File: config.mk
export PLATFORM = sky130hd
export DESIGN_NAME = multicycle_control
export DESIGN_NICKNAME = d
export VERILOG_FILES = /design/src/rtl/multicycle_control_pkg.sv /design/src/rtl/multicycle_control_alu_op_decoder.sv /design/src/rtl/multicycle_control.sv
export SDC_FILE = /design/constraint.sdc
export NUM_CORES = 1
export LEC_CHECK = 0
export ABC_AREA = 1
export BUFFER_PORTS_ARGS = -buffer_cell sky130_fd_sc_hd__buf_2
export CORE_ASPECT_RATIO = 0.75
export CORE_MARGIN = 2
export CORE_UTILIZATION = 40
export CTS_BUF_LIST = sky130_fd_sc_hd__clkbuf_8
export CTS_CLUSTER_DIAMETER = 80
export DETAILED_ROUTE_END_ITERATION = 16
export GPL_TIMING_DRIVEN = 0
export HOLD_SLACK_MARGIN = 0.08
export PLACE_DENSITY = 0.7
export SYNTH_ARGS = -nofsm -noshare
export SYNTH_HDL_FRONTEND = slang
export SYNTH_SLANG_ARGS = --single-unit
export TNS_END_PERCENT = 30
File: constraint.sdc
create_clock -name clk -period 1.7 [get_ports clk]
set_clock_uncertainty 0.2 [all_clocks]
set_input_delay 0.085 -clock clk [delete_from_list [all_inputs] [get_ports clk]]
set_output_delay 0.085 -clock clk [all_outputs]
set_load 0.05 [all_outputs]
File: src/rtl/multicycle_control_pkg.sv
// Shared definitions for the multicycle MIPS-subset control unit.
// Holds opcode/funct constants, the ALUOperation encoding (shared with the
// ALU) and the control FSM state enumeration.
package multicycle_control_pkg;

    // Opcodes (IR[31:26])
    localparam logic [5:0] OP_RTYPE = 6'h00;
    localparam logic [5:0] OP_J     = 6'h02;
    localparam logic [5:0] OP_BEQ   = 6'h04;
    localparam logic [5:0] OP_BNE   = 6'h05;
    localparam logic [5:0] OP_ADDI  = 6'h08;
    localparam logic [5:0] OP_ANDI  = 6'h0C;
    localparam logic [5:0] OP_ORI   = 6'h0D;
    localparam logic [5:0] OP_LUI   = 6'h0F;
    localparam logic [5:0] OP_LW    = 6'h23;
    localparam logic [5:0] OP_SW    = 6'h2B;

    // R-type funct codes (IR[5:0])
    localparam logic [5:0] FN_SLL = 6'h00;
    localparam logic [5:0] FN_SRL = 6'h02;
    localparam logic [5:0] FN_ADD = 6'h20;
    localparam logic [5:0] FN_SUB = 6'h22;
    localparam logic [5:0] FN_AND = 6'h24;
    localparam logic [5:0] FN_OR  = 6'h25;
    localparam logic [5:0] FN_NOR = 6'h27;

    // ALUOperation encoding, also decoded by the ALU
    localparam logic [3:0] ALU_AND = 4'd0;
    localparam logic [3:0] ALU_OR  = 4'd1;
    localparam logic [3:0] ALU_NOR = 4'd2;
    localparam logic [3:0] ALU_ADD = 4'd3;
    localparam logic [3:0] ALU_SUB = 4'd4;
    localparam logic [3:0] ALU_SLL = 4'd5;
    localparam logic [3:0] ALU_SRL = 4'd6;
    localparam logic [3:0] ALU_LUI = 4'd7;
    localparam logic [3:0] ALU_BEQ = 4'd8;
    localparam logic [3:0] ALU_BNE = 4'd9;

    typedef enum logic [3:0] {
        ST_IDLE     = 4'd0,
        ST_FETCH    = 4'd1,
        ST_DECODE   = 4'd2,
        ST_MEM_ADDR = 4'd3,
        ST_MEM_RD   = 4'd4,
        ST_MEM_WB   = 4'd5,
        ST_MEM_WR   = 4'd6,
        ST_EXEC_R   = 4'd7,
        ST_EXEC_I   = 4'd8,
        ST_ALU_WB   = 4'd9,
        ST_BRANCH   = 4'd10,
        ST_JUMP     = 4'd11
    } state_t;

endpackage

File: src/rtl/multicycle_control_alu_op_decoder.sv
// alu_op_decoder: combinational opcode/funct -> ALUOperation mapping.
// Ports:
//   opcode   in  6  IR[31:26]
//   funct    in  6  IR[5:0]
//   alu_op   out 4  ALUOperation for EXEC_R / EXEC_I / BRANCH
//   funct_ok out 1  R-type funct is one of the supported set
//   shift    out 1  R-type funct is sll/srl (shamt feeds the ALU)
//   zero_ext out 1  immediate must be zero-extended (andi/ori)
module alu_op_decoder
    import multicycle_control_pkg::*;
(
    input  logic [5:0] opcode,
    input  logic [5:0] funct,
    output logic [3:0] alu_op,
    output logic       funct_ok,
    output logic       shift,
    output logic       zero_ext
);

    always_comb begin
        alu_op   = ALU_ADD;
        funct_ok = 1'b0;
        shift    = 1'b0;
        zero_ext = 1'b0;
        case (opcode)
            OP_RTYPE: begin
                funct_ok = 1'b1;
                case (funct)
                    FN_ADD: alu_op = ALU_ADD;
                    FN_SUB: alu_op = ALU_SUB;
                    FN_AND: alu_op = ALU_AND;
                    FN_OR:  alu_op = ALU_OR;
                    FN_NOR: alu_op = ALU_NOR;
                    FN_SLL: begin alu_op = ALU_SLL; shift = 1'b1; end
                    FN_SRL: begin alu_op = ALU_SRL; shift = 1'b1; end
                    default: funct_ok = 1'b0;
                endcase
            end
            OP_ADDI: alu_op = ALU_ADD;
            OP_ANDI: begin alu_op = ALU_AND; zero_ext = 1'b1; end
            OP_ORI:  begin alu_op = ALU_OR;  zero_ext = 1'b1; end
            OP_LUI:  alu_op = ALU_LUI;
            OP_BEQ:  alu_op = ALU_BEQ;
            OP_BNE:  alu_op = ALU_BNE;
            default: alu_op = ALU_ADD;
        endcase
    end

endmodule

File: src/rtl/multicycle_control.sv
// multicycle_control: Moore control FSM for a multicycle MIPS-subset datapath.
// Ports:
//   clk, reset (async, active low)
//   Opcode, Funct  in  6 each  instruction fields, stable DECODE..next FETCH
//   Zero           in  1       ALU zero flag, only used in BRANCH
//   PCWrite..ZeroExt  out 1 each  datapath strobes and selects
//   ALUSrcB, PCSource out 2, ALUOperation out 4, IllegalInstr out 1
//   state          out 4       current FSM state (state_t encoding), debug
// Outputs are decoded from the state register only (plus Opcode/Funct), so
// an asynchronous reset into IDLE zeroes every output at once.
module multicycle_control
    import multicycle_control_pkg::*;
(
    input  logic       clk,
    input  logic       reset,
    input  logic [5:0] Opcode,
    input  logic [5:0] Funct,
    input  logic       Zero,
    output logic       PCWrite,
    output logic       IorD,
    output logic       MemRead,
    output logic       MemWrite,
    output logic       IRWrite,
    output logic       RegDst,
    output logic       MemtoReg,
    output logic       RegWrite,
    output logic       ALUSrcA,
    output logic       ShiftSrc,
    output logic       ZeroExt,
    output logic [1:0] ALUSrcB,
    output logic [1:0] PCSource,
    output logic [3:0] ALUOperation,
    output logic       IllegalInstr,
    output logic [3:0] state
);

    state_t     state_q;
    state_t     state_d;
    logic [3:0] dec_alu_op;
    logic       dec_funct_ok;
    logic       dec_shift;
    logic       dec_zero_ext;

    alu_op_decoder u_alu_op_decoder (
        .opcode   (Opcode),
        .funct    (Funct),
        .alu_op   (dec_alu_op),
        .funct_ok (dec_funct_ok),
        .shift    (dec_shift),
        .zero_ext (dec_zero_ext)
    );

    assign state = state_q;

    always_ff @(posedge clk or negedge reset) begin
        if (!reset) state_q <= ST_IDLE;
        else        state_q <= state_d;
    end

    always_comb begin
        state_d      = ST_IDLE;
        PCWrite      = 1'b0;
        IorD         = 1'b0;
        MemRead      = 1'b0;
        MemWrite     = 1'b0;
        IRWrite      = 1'b0;
        RegDst       = 1'b0;
        MemtoReg     = 1'b0;
        RegWrite     = 1'b0;
        ALUSrcA      = 1'b0;
        ShiftSrc     = 1'b0;
        ZeroExt      = 1'b0;
        ALUSrcB      = 2'b00;
        PCSource     = 2'b00;
        ALUOperation = 4'd0;
        IllegalInstr = 1'b0;
        case (state_q)
            ST_IDLE: state_d = ST_FETCH;
            ST_FETCH: begin
                MemRead      = 1'b1;
                IRWrite      = 1'b1;
                ALUSrcB      = 2'b01;
                ALUOperation = ALU_ADD;
                PCWrite      = 1'b1;
                state_d      = ST_DECODE;
            end
            ST_DECODE: begin
                // Branch target is precomputed here into ALUOut
                ALUSrcB      = 2'b11;
                ALUOperation = ALU_ADD;
                case (Opcode)
                    OP_LW, OP_SW:                    state_d = ST_MEM_ADDR;
                    OP_ADDI, OP_ANDI, OP_ORI, OP_LUI: state_d = ST_EXEC_I;
                    OP_BEQ, OP_BNE:                  state_d = ST_BRANCH;
                    OP_J:                            state_d = ST_JUMP;
                    OP_RTYPE: begin
                        if (dec_funct_ok) begin
                            state_d = ST_EXEC_R;
                        end else begin
                            IllegalInstr = 1'b1;
                            state_d      = ST_FETCH;
                        end
                    end
                    default: begin
                        IllegalInstr = 1'b1;
                        state_d      = ST_FETCH;
                    end
                endcase
            end
            ST_MEM_ADDR: begin
                ALUSrcA      = 1'b1;
                ALUSrcB      = 2'b10;
                ALUOperation = ALU_ADD;
                if (Opcode == OP_LW)      state_d = ST_MEM_RD;
                else if (Opcode == OP_SW) state_d = ST_MEM_WR;
                else                      state_d = ST_FETCH;
            end
            ST_MEM_RD: begin
                IorD    = 1'b1;
                MemRead = 1'b1;
                state_d = ST_MEM_WB;
            end
            ST_MEM_WB: begin
                MemtoReg = 1'b1;
                RegWrite = 1'b1;
                state_d  = ST_FETCH;
            end
            ST_MEM_WR: begin
                IorD     = 1'b1;
                MemWrite = 1'b1;
                state_d  = ST_FETCH;
            end
            ST_EXEC_R: begin
                ALUSrcA      = 1'b1;
                ALUOperation = dec_alu_op;
                ShiftSrc     = dec_shift;
                state_d      = ST_ALU_WB;
            end
            ST_EXEC_I: begin
                ALUSrcA      = 1'b1;
                ALUSrcB      = 2'b10;
                ALUOperation = dec_alu_op;
                ZeroExt      = dec_zero_ext;
                state_d      = ST_ALU_WB;
            end
            ST_ALU_WB: begin
                RegWrite = 1'b1;
                RegDst   = (Opcode == OP_RTYPE);
                state_d  = ST_FETCH;
            end
            ST_BRANCH: begin
                ALUSrcA      = 1'b1;
                ALUOperation = dec_alu_op;
                PCSource     = 2'b01;
                PCWrite      = Zero;
                state_d      = ST_FETCH;
            end
            ST_JUMP: begin
                PCSource = 2'b10;
                PCWrite  = 1'b1;
                state_d  = ST_FETCH;
            end
            default: state_d = ST_IDLE;
        endcase
    end

endmodule

==> metrics.md, run 1 <==
| Metric | Value |
|---|---|
| Full die area | 0.00247 mm² |
| DIE WIDTH | 56.7 µm |
| R2r worst-path depth | 6 |
| Setup CP Type | reg2out |
| Antenna violations before repair | 0 |
| Antenna cells | 0 |
| Setup WS post-layout | -141 ps |
| Vias | 1151 |
| Total Nets Final | 213 |
| Slew Limit Fails | 0 |
| CORE AREA | just under 0.002 mm² |
| Cell area power density | 1400 mW/mm² |
| WL per Instance | between 10 and 15 µm |
| Most common cell after layout, fill and taps aside | nand2_1 |
| Worst setup path end | ALUOperation[0] |
| CTS Root Cell | clkbuf_8 |
| Crit path arrival time | 1560 ps |
| Violated checks | negative setup slack |
| Grt ovf | 0 |
| Clock slew at reported path FFs | 30 ps |
| Actual slew at the worst max-slew pin | between 300 and 400 ps |
| Worst hold margin | 136 ps |
| Max VDD drop | between 1 and 1.5 mV |
| Vias in the first global route | 1017 |
| Setup TNS Final | -800 ps |
| Layout cells sized above 1 | about three fifths |
| Outcome | finished with violations |
| CTS tree | yes |
| Syn Nets | 157 |
| Synth Warn # | 0 |
| Worst reg2reg path startpoint | state[3] |
| #FFs+latches synth | 4 |
| Worst path required time | 1410 ps |
| Largest net degree at the start of global routing | 9 |
| Flop-to-flop setup slack | 80 ps |
| Synth Instances | 142 |
| Residual DRC count | 0 |
| GPL Wtd Cong | around 0.83 |
| Lkg Pwr | ~0.75 nW |
| Post-synthesis area per instance | a little under 6 µm² |
| Most frequent cells in the layout | nand2_1, buf_2, nor2_1 |
| Setup-failing EPs final | 10 |
| Via-to-Cell Ratio | 5.23 |
| Post-DP HPWL | 1970 µm |
| Number of max-cap violations | 0 |
| Initial Util | a little over two fifths |
| Num rows | 14 |
| CP endpoint kind | output pin |
| Synth Cell Area | roughly 830 µm² |
| Placed cell count | about 200 |
| RSZ-0062 raised after global routing | true |
| Startpoint Class | flop |
| Distinct cells, synth | 21 |
| Worst flop-to-flop path endpoint | state[0] |
| Post-synthesis sequential area ratio | between 10% and 20% |
| Hold Violations, Final | 0 |
| Tot GR Track Use | 22.0% |
| Drt initial violations | 62 |
| Rel. slew slack | 75.8% |
| CP Launch Point | state[3] |
| Final worst-path cycle share | 108% |
| Sink Count | 4 |
| Number of flip-flops in the largest register | 4 |
| Cts bufs inserted | 3 |
| Post-route ant nets | 0 |
| Skew-Pair Late Insertion Delay | 220 ps |
| Post-Layout Cell Count | 220 |
| Detailed Routing Iterations Pass 1 | 4 |
| H-tree depth | 1 |
| Hold Path Class | in2reg |
| IO Port Bufs | 38 |
| Peak Freq | 543 MHz |
| WL final | 2920 µm |
| Area Overhead vs Synth | 83.0% |
| CP Max Fanout | 6 |
| First-pass GRT wire length | ~4300 µm |
| # IOs | 39 |
| Post-layout minimum cycle time | 1840 ps |
| Die Span Y | 43.5 µm |
| CTS Buffer Depth | 2 |
==> critical path, stage by stage, from the launching register on <==
cell and delay [ps]:
dfrtp_4 530, inv_8 100, nand2_8 80, nor2_4 230, nor3_4 80, a21oi_4 130
buf_6 170
==> kinds of logic after synthesis <==
logic type      count (synthesis)  share of synthesized area (%)
buf+inv                        26                           11.7
flops                           4                           12.0
compound gates                 17                           12.2
simple gates                   95                           64.1
==> area by class of cell <==
class | instances | area [µm²]
fill | 141 | 454
timing repair buffer | 51 | 425
inverter | 26 | 110
clock buffer | 3 | 41.3
sequential | 4 | 108
multi-input combinational | 112 | 811
tap | 24 | 30.0
==> stage by stage <==
step           setup slack, ps  utilization (%)  area (µm²)  power, mW
2_1_floorplan            -77.4                -         961       1.29
3_3_place_gp             -8.14             59.7        1180       1.53
3_5_place_dp             -14.5             59.7        1180       1.55
4_1_cts                   -107             70.2        1390       2.01
5_1_grt                   -183             77.1        1530       2.23
6_report                  -141             77.1        1530       2.14
==> cells in the mapped netlist <==
cell type   n  area [µm²]
nor2_1     22        82.6
nand3_2     6        60.1
inv_1      18        67.6
o21ai_1     1        5.00
nand2_4     3        33.8
nor2_2     10        62.6
nand3b_1    2        15.0
a211o_1     1        8.76
nand3_1    10        50.1
nor3_1      4        20.0
nand2_2     3        18.8
and2_4      1        8.76
nand2_1    26        97.6
o21bai_1    2        15.0
nand4_1     1        6.26
nor2_4      7        78.8
dfrtp_1     4         100
inv_2       8        30.0
o21ai_2     2        17.5
a21oi_1     7        35.0
o21ai_0     4        20.0
==> worst min-delay path by stage <==
stage,start,to,slack [ps],cells past startpoint
finish,Opcode[1],state[3],140,4
global route,Opcode[1],state[3],140,4
CTS,Opcode[1],state[3],120,4
detailed placement,reset,state[3],-310,1
global placement,reset,state[3],-310,1
floorplan,reset,state[0],-410,0
==> where the power goes <==
group / leakage (nW) / internal [mW] / switching, mW
logic: 0.686 / 0.579 / 1.16
clock network: 0.0216 / 0.152 / 0.0561
registers: 0.0460 / 0.130 / 0.0625
==> routing by layer <==
metal | vias to the layer above | GRT usage (%) | wire (µm) | share of wire, %
li1 | 556 | - | - | -
met1 | 536 | 30.0 | 1160 | 40
met2 | 51 | 38.4 | 1470 | 50
met3 | 8 | 1.19 | 237 | 8.1
met4 | 0 | 5.71 | 54 | 1.8
met5 | - | 0 | 0 | 0
==> what timing repair did <==
item	CTS	global route
endpoints found under the hold margin	5	0
hold buffers	3	0
gates resized for setup	30	25
pin swaps	2	17
buffers inserted	5	5
setup endpoints to repair	12	16
Power figures use the tool's default switching activity.
==> inputs of run 2 (changes only) <==
--- a/config.mk
+++ b/config.mk
@@ -8,7 +8,7 @@
 export ABC_AREA = 1
 export BUFFER_PORTS_ARGS = -buffer_cell sky130_fd_sc_hd__buf_2
 export CORE_ASPECT_RATIO = 0.75
-export CORE_MARGIN = 2
+export CORE_MARGIN = 3
 export CORE_UTILIZATION = 40
 export CTS_BUF_LIST = sky130_fd_sc_hd__clkbuf_8
 export CTS_CLUSTER_DIAMETER = 80
==> metrics.md, run 2 (synthesis results as in run 1) <==
| Metric | Value |
|---|---|
| Outcome | finished with violations |
| Violated checks | negative setup slack |
| GR Util met1 | 30.1% |
| Antenna violations before repair | 0 |
| Num rows | 13 |
| DIE WIDTH | 58.7 µm |
| Via-to-Cell Ratio | 5.06 |
| Vias | 1099 |
| GRT busiest layer | met2 |
| Placed cell count | 202 |
| Slew Limit Fails | 0 |
| Peak Freq | 548 MHz |
| Area of the multi-input gates | ~800 µm² |
| IO Port Bufs | 38 |
| CP dominant cell by count | nor2_4 |
| Drt initial violations | 84 |
| WL per Instance | 12.3 µm |
| CTS Root Cell | clkbuf_8 |
| Most common cell after layout, fill and taps aside | nand2_1 |
| Post-route ant nets | 0 |
| Post-place setup slack | -20.3 ps |
| CORE AREA | about 0.0019 mm² |
| CP Max Fanout | 6 |
| Cell area power density | 1390 mW/mm² |
| Largest net degree at the start of global routing | 9 |
| Area Overhead vs Synth | 79.9% |
| Max VDD drop | approximately 1.4 mV |
| Met3 usage | 3.40% |
| Placed cell areas | 0.00118 mm² |
| Setup CP Type | reg2out |
| First-pass GRT wire length | 4440 µm |
| Setup TNS Final | -658 ps |
| Total Nets Final | ~210 |
| # IOs | 39 |
| Detailed Routing Iterations Pass 1 | 5 |
| WL final | approximately 2700 µm |
| Register area | about 110 µm² |
| Residual DRC count | 0 |
| Tot GR Track Use | a little over a fifth |
| Hold Path Class | in2reg |
| Clock slew at reported path FFs | 30 ps |
| Final worst-path cycle share | 107% |
| Lkg Pwr | 0.747 nW |
| GPL Wtd Cong | 0.844 |
| Skew-Pair Late Insertion Delay | 220 ps |
| Crit path arrival time | 1540 ps |
| RSZ-0062 raised after global routing | true |
| Post-DP HPWL | 1920 µm |
| Antenna cells | 0 |
| Sink Count | 4 |
| Most frequent cells in the layout | nand2_1, buf_2, nor2_1 |
| Full die area | between 0.002 and 0.003 mm² |
| Slowest Stage Delay on Critical Path | 520 ps |
| Worst path required time | approximately 1400 ps |
| Setup-failing EPs final | 9 |
| Vias in the first global route | 992 |
| CP endpoint kind | output pin |
| Post-Layout Cell Count | 217 |
| Hold Violations, Final | 0 |
| Number of max-cap violations | 0 |
| Startpoint Class | flop |
| Actual slew at the worst max-slew pin | around 370 ps |
| Design area | between 0.001 and 0.0015 mm² |
| Rel. slew slack | 75.1% |
| Die Span Y | 45.5 µm |
| Post-layout minimum cycle time | about 1800 ps |
| CTS tree | yes |
| H-tree depth | 1 |
| Layout cells sized above 1 | a little under 60% |
| CP max-delay cell | dfrtp_4 |
| Grt ovf | 0 |
| Number of flip-flops in the largest register | 4 |
| Cts bufs inserted | 3 |
| Final-layout fill cell count | 131 |
| Initial Util | 44.9% |
| CTS Buffer Depth | 2 |
| Setup WS post-layout | -126 ps |
| Critical path cell sequence | inv_6, nand2_8, nor2_4, nor2_4, a21oi_4, buf_6 |
| M2 GR Usage | 36.1% |
[run 2: cell types whose count changed in the layout (fill, tap and decap cells not counted), sizes merged]
cell	change
buf	-1
[run 2: metal layers]
layer	vias up	part of all wire, %
li1	560	-
met4	0	0
met3	0	5.4
met2	29	50
met5	-	0
met1	510	45
[run 2: repair_timing]
action	CTS	global route
pin swaps	8	15
hold buffers	3	0
setup endpoints to repair	12	18
gates resized for setup	30	21
endpoints found under the hold margin	5	0
setup buffers	6	3
[run 2: cell type report]
| class | count | share of cell area (%) |
|---|---|---|
| Clock buffer | 3 | 2.75 |
| Sequential cell | 4 | 7.18 |
| Inverter | 26 | 7.35 |
| Multi-Input combinational cell | 112 | 53.6 |
| Tap cell | 22 | 1.84 |
| Timing Repair Buffer | 50 | 27.3 |
[run 2: worst max-delay path, delay by kind of cell (launching register included)]
family | cells | cell delay, ps
AO/OA/AOI/OAI | 1 | 130
AND/OR/NAND/NOR | 3 | 400
flip-flops | 1 | 520
buffers and inverters | 2 | 280
[run 2: final timing paths]
check                      slack (ps)         endpoint  cells past startpoint       from
setup / recovery                 -130  ALUOperation[1]                      6   state[3]
hold / removal                    120         state[3]                      4  Opcode[1]
setup reg to reg                  110         state[0]                      6   state[3]
hold reg to reg                   380         state[0]                      1   state[2]
max in group asynchronous         500         state[3]                      3      reset
min in group asynchronous         600         state[1]                      3      reset
[run 2: power by group]
group          total [mW]  switching (mW)  internal, mW  leakage [nW]
logic                1.69            1.13         0.560         0.679
clock network       0.197          0.0462         0.151        0.0216
registers           0.196          0.0660         0.130        0.0460
[run 2: per-stage QoR]
step | power, mW | hold WS [ps] | util (%)
finish | 2.08 | 125 | 80.8
global route | 2.19 | 151 | 80.8
CTS | 1.96 | 119 | 76.1
detailed placement | 1.53 | -309 | 63.6
global placement | 1.53 | -311 | 63.6
floorplan | 1.29 | -411 | -
==> inputs of run 3 (changes only) <==
--- a/config.mk
+++ b/config.mk
@@ -5,7 +5,6 @@
 export SDC_FILE = /design/constraint.sdc
 export NUM_CORES = 1
 export LEC_CHECK = 0
-export ABC_AREA = 1
 export BUFFER_PORTS_ARGS = -buffer_cell sky130_fd_sc_hd__buf_2
 export CORE_ASPECT_RATIO = 0.75
 export CORE_MARGIN = 3
@@ -15,7 +14,7 @@
 export DETAILED_ROUTE_END_ITERATION = 16
 export GPL_TIMING_DRIVEN = 0
 export HOLD_SLACK_MARGIN = 0.08
-export PLACE_DENSITY = 0.7
+export PLACE_DENSITY = 0.72
 export SYNTH_ARGS = -nofsm -noshare
 export SYNTH_HDL_FRONTEND = slang
 export SYNTH_SLANG_ARGS = --single-unit
==> metrics.md, run 3 <==
| Metric | Value |
|---|---|
| Synth Instances | 114 |
| Count leader, synth | nor2_1 |
| Post-DP HPWL | about 1900 µm |
| Post-synth top flop | dfrtp_1 |
| #FFs+latches synth | 4 |
| Initial Util | 46.1% |
| Synth Warn # | 0 |
| Syn Nets | between 100 and 150 |
| DIE WIDTH | 55.9 µm |
| Post-synth EDFFs | 0 |
| Run Error | [ERROR DPL-0038] Utilization greater than 100%, impossible to legalize |
| Synth Cell Area | 747 µm² |
| Failed at | global routing (5_1_grt) |
| IO Port Bufs | 36 |
| Yosys top cell by area | dfrtp_1 |
| Sink Count | 4 |
| Post-synthesis sequential area ratio | 13.4% |
| Post-synth top cells | nor2_1, nand2_1, o21ai_0 |
| Die Span Y | 43.4 µm |
| CTS Buffer Depth | 2 |
| Asr flop ratio synth | 100% |
| Num rows | 12 |
| Distinct cells, synth | 42 |
| Worst_ep grt | ALUOperation[2] |
| # IOs | 39 |
| Category of the worst endpoint | primary output |
| Outcome | stopped before the end |
| Area contributors post-synth | dfrtp_1, nor2_1, o21ai_0, nand3_1, nand2b_1 |
| Post-synthesis area per instance | 6.55 µm² |
| GPL Wtd Cong | 0.854 |
| Largest net degree at the start of global routing | 11 |
| H-tree depth | 1 |
| Post-synth top area share | a little over an eighth |
| CTS Root Cell | clkbuf_8 |
| Cts bufs inserted | 3 |
-- run 3: cell types whose count changed after synthesis, sizes merged, moves of 9 or more --
| cell | change |
|---|---|
| nor2 | -19 |
| inv | -21 |
| nand3 | -9 |
| nand2 | -24 |
-- run 3: what timing repair did --
item,4_1_cts
endpoints found under the hold margin,4
gates cloned,0
hold buffers,2
endpoints found under the setup margin,14
gates resized for setup,51
buffers inserted,15
pin swaps,10
-- run 3: logic make-up after synthesis --
family	synth area share, %
AOI/OAI and AO/OA	34.0
xor gates and xnor gates	1.17
buffers and inverters	7.54
DFF	13.4
and+or+nand+nor	43.9
-- run 3: stage by stage --
step	std cells	hold WS [ps]	worst slack [ps]	cell area, µm²
2_1_floorplan	114	-411	-307	893
3_3_place_gp	171	-310	-352	1100
3_5_place_dp	171	-306	-388	1100
4_1_cts	190	89.5	-172	1460
==> inputs of run 4 (changes only) <==
--- a/config.mk
+++ b/config.mk
@@ -6,15 +6,11 @@
 export NUM_CORES = 1
 export LEC_CHECK = 0
 export BUFFER_PORTS_ARGS = -buffer_cell sky130_fd_sc_hd__buf_2
-export CORE_ASPECT_RATIO = 0.75
-export CORE_MARGIN = 3
-export CORE_UTILIZATION = 40
-export CTS_BUF_LIST = sky130_fd_sc_hd__clkbuf_8
-export CTS_CLUSTER_DIAMETER = 80
+export CORE_AREA = 3 3 64 66
 export DETAILED_ROUTE_END_ITERATION = 16
+export DIE_AREA = 0 0 67 69
 export GPL_TIMING_DRIVEN = 0
-export HOLD_SLACK_MARGIN = 0.08
-export PLACE_DENSITY = 0.72
+export PLACE_DENSITY_LB_ADDON = 0.15
 export SYNTH_ARGS = -nofsm -noshare
 export SYNTH_HDL_FRONTEND = slang
 export SYNTH_SLANG_ARGS = --single-unit
==> metrics.md, run 4 <==
| Metric | Value |
|---|---|
| Synth Instances | 114 |
| Area contributors post-synth | dfrtp_1, nor2_1, o21ai_0, nand3_1, nand2b_1 |
| Tot GR Track Use | around 14% |
| Most frequent cells in the layout | buf_4, buf_2, nor2_1, buf_6 |
| H-tree depth | 1 |
| IO Port Bufs | 36 |
| Largest net degree at the start of global routing | 11 |
| Layout cells sized above 1 | between 60% and 70% |
| Crit path arrival time | roughly 1600 ps |
| Distinct cells, synth | 42 |
| CTS Buffer Depth | 2 |
| Slowest Stage Delay on Critical Path | 400 ps |
| Grt ovf | 0 |
| Lkg Pwr | 0.729 nW |
| Synth Cell Area | 747 µm² |
| Post-route ant nets | 0 |
| CP Max Fanout | 3 |
| First-pass GRT wire length | 5230 µm |
| Residual DRC count | 0 |
| Setup WS post-layout | -153 ps |
| Violated checks | negative setup slack |
| Via-to-Cell Ratio | between 4 and 5 |
| CORE AREA | 0.00363 mm² |
| Count leader, synth | nor2_1 |
| Util after Layout | around 47% |
| Peak Freq | 540 MHz |
| RSZ-0062 raised after global routing | true |
| Clock slew at reported path FFs | 30 ps |
| Slew Limit Fails | 0 |
| WL per Instance | approximately 14 µm |
| Drt initial violations | 35 |
| Number of flip-flops in the largest register | 4 |
| Setup TNS Final | -743 ps |
| Number of max-cap violations | 0 |
| Post-synth top area share | between 10% and 20% |
| Cell area power density | 1390 mW/mm² |
| DIE WIDTH | approximately 67 µm |
| Final worst-path cycle share | 109% |
| # IOs | 39 |
| Cts bufs inserted | 3 |
| CTS Root Cell | clkbuf_8 |
| Setup-failing EPs final | 8 |
| Post-synthesis sequential area ratio | a little over an eighth |
| Setup CP Type | in2out |
| CP endpoint kind | output pin |
| Full die area | 0.00462 mm² |
| Actual slew at the worst max-slew pin | roughly 480 ps |
| Post-layout minimum cycle time | 1850 ps |
| Vias in the first global route | about 1200 |
| Syn Nets | 129 |
| CTS tree | yes |
| WL final | 3170 µm |
| Vias | 1141 |
| Worst path required time | 1410 ps |
| Skew-Pair Late Insertion Delay | 210 ps |
| Post-synthesis area per instance | 6.55 µm² |
| Sink Count | 4 |
| Post-synth top cells | nor2_1, nand2_1, o21ai_0 |
| Critical path cell sequence | buf_12, or3_4, buf_4, o311a_1, o21a_1, and4b_1, buf_6 |
| Rel. slew slack | approximately two thirds |
| Synth Warn # | 0 |
| Asr flop ratio synth | 100% |
| Antenna cells | 0 |
| CP max-delay cell | or3_4 |
| Yosys top cell by area | dfrtp_1 |
| GPL Wtd Cong | 0.828 |
| Post-synth EDFFs | 0 |
| Num rows | 22 |
| Detailed Routing Iterations Pass 1 | 4 |
| Hold Violations, Final | 0 |
| Post-DP HPWL | 2220 µm |
| Antenna violations before repair | 0 |
| Startpoint Class | input pin |
| Post-synth top flop | dfrtp_1 |
| Post-place setup slack | -386 ps |
| Max VDD drop | between 0.3 and 0.4 mV |
| Hold Path Class | in2async |
| Power Total | 2.36 mW |
| Total Nets Final | 201 |
| Most common cell after layout, fill and taps aside | buf_4 |
| Area Overhead vs Synth | 127% |
| Die Span Y | approximately 69 µm |
| #FFs+latches synth | 4 |
| Initial Util | between 20% and 30% |
| Outcome | finished with violations |
==> run 4: report_power, final <==
| part | leakage, nW | total (mW) | switching [mW] | internal (mW) |
|---|---|---|---|---|
| clock network | 0.0216 | 0.194 | 0.0433 | 0.150 |
| logic | 0.661 | 1.98 | 1.17 | 0.809 |
| registers | 0.0462 | 0.183 | 0.0541 | 0.129 |
==> run 4: timing repair <==
action	in CTS	in global routing
resized for setup	43	42
endpoints found under the hold margin	4	0
pin swaps	9	9
setup endpoints to repair	13	19
hold buffers	1	0
buffers inserted	20	11
==> run 4: area by class of cell <==
| type | count | area, µm² |
|---|---|---|
| fillers | 373 | 1940 |
| multi-input cells | 98 | 831 |
| repair buffers | 68 | 523 |
| plain buffers | 6 | 114 |
| flip-flops and latches | 4 | 105 |
| well taps | 48 | 60.1 |
| clock buffers | 3 | 41.3 |
| inverters | 5 | 21.3 |
==> run 4: logic make-up after synthesis <==
| family | synth area share (%) |
|---|---|
| and+or+nand+nor | 43.9 |
| DFF | 13.4 |
| xor gates and xnor gates | 1.17 |
| buffers and inverters | 7.54 |
| AOI/OAI and AO/OA | 34.0 |
==> run 4: stage by stage <==
step	cell area (µm²)	cells	hold slack, ps
global route	1700	232	43.0
CTS	1490	221	0.243
global placement	1130	198	-311
floorplan	893	114	-411
finish	1700	232	17.0
detailed placement	1130	198	-309
==> run 4: worst paths after layout <==
path                            slack, ps       from      endpoint  cells after the start
max in group asynchronous            1150      reset      state[0]                      2
worst max register to register         20   state[2]      state[2]                      5
worst max-delay path                 -150  Opcode[3]  IllegalInstr                      7
worst min register to register        540   state[0]      state[1]                      2
worst min-delay path                   20      reset      state[3]                      2
min in group clk                      160  Opcode[4]      state[1]                      4
==> run 4: critical path, delay by kind of cell <==
kind	cells	cell delay, ps
buffers and inverters	3	410
AO/OA/AOI/OAI	2	470
AND/OR/NAND/NOR	2	600
==> run 4: per-layer routing <==
layer	up-vias	global-route usage, %	routed length (µm)
met5	-	0	0
met4	0	2.93	10
met3	2	1.30	115
met2	21	26.0	1710
met1	551	16.7	1330
li1	567	-	-
